--- config.mk ---
export PLATFORM = sky130hd
export DESIGN_NAME = muldiv_unit
export DESIGN_NICKNAME = d
export VERILOG_FILES = /design/src/rtl/muldiv_unit.sv
export SDC_FILE = /design/constraint.sdc
export NUM_CORES = 1
export LEC_CHECK = 0
export CAP_MARGIN = 10
export CORE_MARGIN = 4
export CORE_UTILIZATION = 60
export DETAILED_ROUTE_END_ITERATION = 8
export PLACE_DENSITY = 0.84
export SLEW_MARGIN = 0
export SYNTH_ARGS = -nofsm -noshare
export SYNTH_HDL_FRONTEND = slang
export SYNTH_SLANG_ARGS = --single-unit
export TNS_END_PERCENT = 30
--- constraint.sdc ---
create_clock -name clk -period 3.93 [get_ports clk]
set_input_delay 0.786 -clock clk [delete_from_list [all_inputs] [get_ports clk]]
set_output_delay 0.786 -clock clk [all_outputs]
set_load 0.1 [all_outputs]
--- src/rtl/muldiv_unit.sv ---
// Iterative 32-bit multiply/divide unit: radix-2 shift-add multiply, restoring divide.
// Optional build macro MULDIV_DIV0_FAST_EN: divide by zero completes without entering RUN.
module muldiv_unit (
    input  logic        clk,
    input  logic        rst_n,
    input  logic        start,
    input  logic [1:0]  op,
    input  logic [31:0] x,
    input  logic [31:0] y,
    output logic        busy,
    output logic        done,
    output logic [31:0] hi,
    output logic [31:0] lo,
    output logic        div_zero
);

    // state | meaning
    // IDLE  | waiting for start
    // RUN   | 32 iteration steps, then result write-back
    // FIN   | hi/lo valid, done pulse, may accept the next start
    typedef enum logic [1:0] {IDLE, RUN, FIN} state_t;

    state_t      state, state_nxt;
    logic [5:0]  cnt;
    logic        div_q, neg_q, neg_rem_q, y_zero_q;
    logic [31:0] x_q, acc_hi, acc_lo, mag;

    logic        accept, fast_div0, is_signed;
    logic [31:0] x_mag, y_mag;
    logic [32:0] sum, trial, diff;
    logic [31:0] step_hi, step_lo;
    logic [63:0] prod, prod_c;
    logic [31:0] quo, rem, res_hi, res_lo;

    assign accept    = start && (state != RUN);
    assign is_signed = ~op[0];
    assign x_mag     = (is_signed && x[31]) ? -x : x;
    assign y_mag     = (is_signed && y[31]) ? -y : y;

`ifdef MULDIV_DIV0_FAST_EN
    assign fast_div0 = op[1] && (y == 32'd0);
`else
    assign fast_div0 = 1'b0;
`endif

    always_ff @(posedge clk) begin
        if (!rst_n) state <= IDLE;
        else        state <= state_nxt;
    end

    always_comb begin
        state_nxt = state;
        busy      = 1'b0;
        done      = 1'b0;
        case (state)
            IDLE: begin
                if (start) state_nxt = fast_div0 ? FIN : RUN;
            end
            RUN: begin
                busy = 1'b1;
                if (cnt == 6'd32) state_nxt = FIN;
            end
            FIN: begin
                done = 1'b1;
                if (start) state_nxt = fast_div0 ? FIN : RUN;
                else       state_nxt = IDLE;
            end
            default: state_nxt = IDLE;
        endcase
    end

    // One iteration: multiply adds the multiplicand on lsb and shifts the 64-bit pair right;
    // divide shifts the dividend msb into the remainder and keeps the difference if no borrow.
    always_comb begin
        sum   = {1'b0, acc_hi} + (acc_lo[0] ? {1'b0, mag} : 33'd0);
        trial = {acc_hi, acc_lo[31]};
        diff  = trial - {1'b0, mag};
        if (div_q) begin
            if (!diff[32]) begin
                step_hi = diff[31:0];
                step_lo = {acc_lo[30:0], 1'b1};
            end else begin
                step_hi = trial[31:0];
                step_lo = {acc_lo[30:0], 1'b0};
            end
        end else begin
            {step_hi, step_lo} = {sum, acc_lo[31:1]};
        end
    end

    always_comb begin
        prod   = {acc_hi, acc_lo};
        prod_c = neg_q ? -prod : prod;
        quo    = neg_q ? -acc_lo : acc_lo;
        rem    = neg_rem_q ? -acc_hi : acc_hi;
        if (div_q) begin
            if (y_zero_q) begin
                res_hi = x_q;
                res_lo = 32'hFFFF_FFFF;
            end else begin
                res_hi = rem;
                res_lo = quo;
            end
        end else begin
            res_hi = prod_c[63:32];
            res_lo = prod_c[31:0];
        end
    end

    always_ff @(posedge clk) begin
        if (!rst_n) begin
            cnt       <= 6'd0;
            div_q     <= 1'b0;
            neg_q     <= 1'b0;
            neg_rem_q <= 1'b0;
            y_zero_q  <= 1'b0;
            x_q       <= 32'd0;
            acc_hi    <= 32'd0;
            acc_lo    <= 32'd0;
            mag       <= 32'd0;
            hi        <= 32'd0;
            lo        <= 32'd0;
            div_zero  <= 1'b0;
        end else if (accept) begin
            cnt       <= 6'd0;
            div_q     <= op[1];
            neg_q     <= is_signed && (x[31] ^ y[31]);
            neg_rem_q <= is_signed && x[31];
            y_zero_q  <= (y == 32'd0);
            x_q       <= x;
            acc_hi    <= 32'd0;
            acc_lo    <= op[1] ? x_mag : y_mag;
            mag       <= op[1] ? y_mag : x_mag;
            div_zero  <= 1'b0;
            if (fast_div0) begin
                hi       <= x;
                lo       <= 32'hFFFF_FFFF;
                div_zero <= 1'b1;
            end
        end else if (state == RUN) begin
            if (cnt == 6'd32) begin
                hi       <= res_hi;
                lo       <= res_lo;
                div_zero <= div_q && y_zero_q;
            end else begin
                acc_hi <= step_hi;
                acc_lo <= step_lo;
                cnt    <= cnt + 6'd1;
            end
        end
    end

endmodule
* Word level (Yosys, flattened, before mapping)
Cells that the tools add are included.
** Word-level totals
- Register bits :: 205
- Input port bits :: 69
- Output and inout bits :: 67
- Logic and storage cells :: 72
** Cells by class
- Add/subtract/negate cells :: 8
- Eq/ne operators :: 7
- Multiplexer cells :: 25
- Bitwise logic cells :: 5
- Reduce and logical (&&, ||, !) cells :: 14
** Operators with widths (count)
- $mux W32 :: 17
- $neg A32 Y32 :: 4
- $mux W64 :: 1
- $neg A64 Y64 :: 1
- $add A32 B32 Y33 :: 1
- $sub A33 B32 Y33 :: 1
- $logic_not A32 Y1 :: 1
- $reduce_and A2 Y1 :: 4
- $add A6 B1 Y6 const B :: 1
- $eq A6 B6 Y1 const B :: 1
- $ne A2 B2 Y1 const B :: 3
- $pmux W2 S3 :: 1
- $logic_and A1 B1 Y1 :: 5
- $mux W1 :: 4
- $mux W2 :: 2
- $not A1 Y1 :: 4
- $reduce_and A3 Y1 :: 1
- $eq A2 B1 Y1 const B :: 1
- $eq A2 B2 Y1 const B :: 1
- $logic_not A2 Y1 :: 1
- $ne A2 B1 Y1 const B :: 1
- $reduce_bool A2 Y1 :: 1
- $reduce_or A2 Y1 :: 1
- $xor A1 B1 Y1 :: 1

* Depth between registers and ports, before layout
- Word-level depth :: 6
- Mapped depth :: 15
- Depth with buffers taken out :: 13

* Least setup slack after synthesis
No wires, ideal clock.
- Path kind :: reg2reg
- Start point :: reg acc_lo[31]
- End point :: reg acc_hi[17]
- Library setup time :: 117 ps
- Data arrival time :: 3110 ps
- Data required time :: 3813 ps
- Setup slack :: 703 ps
- Cell stages (with the launch flop) :: 15
- Path buffers :: 1
- Clock period less this slack :: 3227 ps
- Cell sequence :: dfxtp_1 > inv_1 > ha_1 > fa_1 > nand2b_1 > a211oi_1 > o21a_1 > a211oi_2 > a211o_1 > a211o_1 > nand3_2 > buf_4 > mux2i_1 > nand2_1 > a32o_1
** On the way
- Cells in the longest elaborated chain, start to end :: 3
** Ends and longest elaborated chain
- start, declared :: RTL line 26 : logic [31:0] x_q, acc_hi, acc_lo, mag;
- start signal, assigned :: RTL line 132 : acc_lo <= op[1] ? x_mag : y_mag;
- start signal, assigned :: RTL line 147 : acc_lo <= step_lo;
- $sub A33 B32 Y33 :: RTL line 77 : diff = trial - {1'b0, mag};
- $mux W32 :: RTL line 79 : if (!diff[32]) begin
- $mux W32 :: RTL line 78 : if (div_q) begin
- end signal, assigned :: RTL line 146 : acc_hi <= step_hi;
- end, declared :: RTL line 26
Every way passes these cells.
A chain may end at the register's enable or synchronous reset.

* Worst setup path in the final report
- Start point :: reg acc_lo[31]
- End point :: reg acc_hi[21]
Same word-level chain as after synthesis.

==> flow_summary.json <==
{
  "layout_common_cells": "nand2_1, dfxtp_1, a21oi_1",
  "setup_violations": 0,
  "synth.net_count": 2312,
  "htreeDepth": 1,
  "cts_tree": "yes",
  "power_density_nw_per_um2": 348,
  "grt_start_max_net_pins": 127,
  "p_total_mw": 6.57,
  "wl_per_cell_um": 21.1,
  "leakage_nw": 7.24,
  "grt_pass1_vias": 15830,
  "num_antenna_cells": 0,
  "relSlewSlack_pct": 31.8,
  "outcome": "complete, no violations",
  "coreArea_um2": 26900,
  "num_vias": 16635,
  "gp_congestion": 0.979,
  "timing.fmax_mhz": 268,
  "hp-class": "reg2reg",
  "ioPinCount": 136,
  "first_pass_iters": 6,
  "synthDistinctLibCells": 94,
  "postSynthCellCount": 2171,
  "finalWirelength_um": 54700,
  "post-synth-top-area-fraction_pct": 25.1,
  "startpoint_type": "flip-flop",
  "drt-initial-drc-count": 1768,
  "slew_viol_final": 0,
  "insertion_delay_ps": 530,
  "synth_area_um2": 16300,
  "clk_path_buf_depth": 3,
  "synth_seq_cells": 205,
  "viasPerCell": 6.41,
  "reg2reg_depth": 14,
  "cts-root-buf": "clkbuf_16",
  "yosysTopAreaCell": "dfxtp_1",
  "worst_ep_required_time_ps": 4340,
  "tightest_slew_ps": 1020,
  "synth-seq-area-share_pct": 25.1,
  "synth-main-ff-cell": "dfxtp_1",
  "dp_hpwl_um": 40800,
  "antenna_found_initial": 0,
  "hold_viol": 0,
  "hold_depth": 2,
  "async_flop_share_pct": 0,
  "setup_tns_ps": 0,
  "worstPathArrival_ps": 4140,
  "crit_type": "reg2reg",
  "synth_edf_count": 0,
  "start_util_pct": 60.8,
  "ir_worst_vdd_mv": 0.310,
  "cts-buffers-inserted": 24,
  "post-route-drc-count": 0,
  "yosysWarnings": 0,
  "synth_area_leaders": "dfxtp_1, nand2_1, xnor2_1",
  "grt_setup_unrepaired": "no",
  "endpoint_kind": "flip-flop",
  "crit_fanout": 20,
  "dieArea_um2": 29900,
  "cts_hold_buffers": 0,
  "ant_nets": 0,
  "std_cell_rows": 60,
  "path_clk_slew_ps": 60,
  "grt_usage_pct": 34.6,
  "period_share_pct": 94.9,
  "finalNetCount": 2379,
  "drive_gt1_share_pct": 7.58,
  "io_buffers": 135,
  "cap_violations": 0,
  "area_growth_pct": 15.5,
  "die_y_um": 173,
  "layout_min_cycle_time_ps": 3730,
  "final_common_cell": "nand2_1",
  "grt_pass1_wl_um": 85300,
  "nFillCells": 2235,
  "cts_sinks": 205,
  "syn_avg_cell_area_um2": 7.52,
  "fin_skew_ps": 13.8,
  "grt_overflow": 0,
  "die_w_um": 173
}
## through the flow
step / hold slack [ps] / worst slack [ps] / area, um2 / cells / utilization, %
finish: 450 / 202 / 18900 / 2597 / 70.2
global route: 470 / 45.7 / 18900 / 2597 / 70.2
detailed placement: 444 / 104 / 18100 / 2553 / 67.2
global placement: 443 / 141 / 18100 / 2553 / 67.2
floorplan: 431 / 703 / 16300 / 2171 / -
CTS: 451 / 197 / 18900 / 2597 / 70.1
## worst max-delay path, cell delays in order, from the launching register on
cell and delay, ps:
dfxtp_1 410, inv_1 110, ha_1 260, fa_1 410, nand2b_1 210, a211oi_2 290
o21a_1 230, a211oi_2 120, a211o_1 300, a211o_1 290, nand3_2 190, buf_12 210
mux2_2 350, a21oi_1 160, a211oi_1 60
## routing by layer
metal | up-vias | global-route usage (%) | routed length (um)
met5 | - | 0 | 0
met2 | 818 | 56.4 | 25000
met4 | 0 | 17.3 | 3130
met1 | 7806 | 44.9 | 22000
li1 | 7829 | - | -
met3 | 182 | 5.14 | 4630
## Yosys cell counts (4+ instances only)
master      n
nor4_1     14
xor2_1     83
nand3_1    23
o211ai_1   81
nand2_1   305
or3_4       4
nor3_1     19
buf_1      14
o21ai_0   176
or4_1       4
buf_2       9
mux2_2      5
and3_1     10
o31ai_1    18
o41ai_1     8
a21o_1     39
o21a_1     12
nor2_1    153
mux2i_1    79
a211oi_1   29
nor2b_1    18
or4_4       4
nor3b_1     5
o211a_1     4
a31oi_1    11
inv_1      62
xnor2_1   123
nand2b_1   16
clkbuf_1  133
dfxtp_1   205
ha_1       70
a21oi_1   177
or3_1      20
and2_1     19
o22ai_1    10
a21boi_1   10
o21ai_1    11
nand4_1    10
a211o_1     6
o21bai_1    7
a21boi_0   81
## power breakdown
part	leakage, nW	switching, mW	internal [mW]
Clock	0.391	0.946	1.32
Combinational	5.18	1.16	0.805
Sequential	1.67	0.160	2.18
## worst paths after layout
kind	to	start	slack, ps
worst min register to register	hi[19]$_SDFFE_PN0P_	hi[19]$_SDFFE_PN0P_	450
worst max register to register	acc_hi[21]$_SDFFE_PP0P_	acc_lo[31]$_SDFFE_PN0P_	200
worst min-delay path	hi[19]$_SDFFE_PN0P_	hi[19]$_SDFFE_PN0P_	450
worst max-delay path	acc_hi[21]$_SDFFE_PP0P_	acc_lo[31]$_SDFFE_PN0P_	200
## cell type report
class | count | area, um2 | share of cell area (%)
Timing Repair Buffer | 204 | 1920 | 10.2
Clock buffer | 32 | 661 | 3.50
Inverter | 64 | 244 | 1.29
Sequential cell | 205 | 4110 | 21.8
Tap cell | 341 | 427 | 2.26
Multi-Input combinational cell | 1739 | 11400 | 60.2
Clock inverter | 12 | 135 | 0.717
## flip-flops by register name, indices dropped and copies added (netlist names)
name / count
neg_q: 1
acc_hi: 32
acc_lo: 32
y_zero_q: 1
lo: 32
x_q: 32
div_zero: 1
div_q: 1
mag: 32
neg_rem_q: 1
cnt: 6
state: 2
hi: 32
## cell families (layout without fill, tap and decap cells)
group	after synthesis	in the layout	synth area share [%]
adders and majority gates	72	72	5.61
and+or+nand+nor	659	659	19.4
xor gates and xnor gates	206	206	11.0
AOI/OAI and AO/OA	718	718	28.1
muxes	84	84	5.19
DFF	205	205	25.1
buffers and inverters	227	312	5.49
## repair_timing
action                     4_1_cts  5_1_grt
buffers inserted                 0        0
setup endpoints to repair        0        8
resized for setup                0        3
Power figures use the tool's default switching activity.
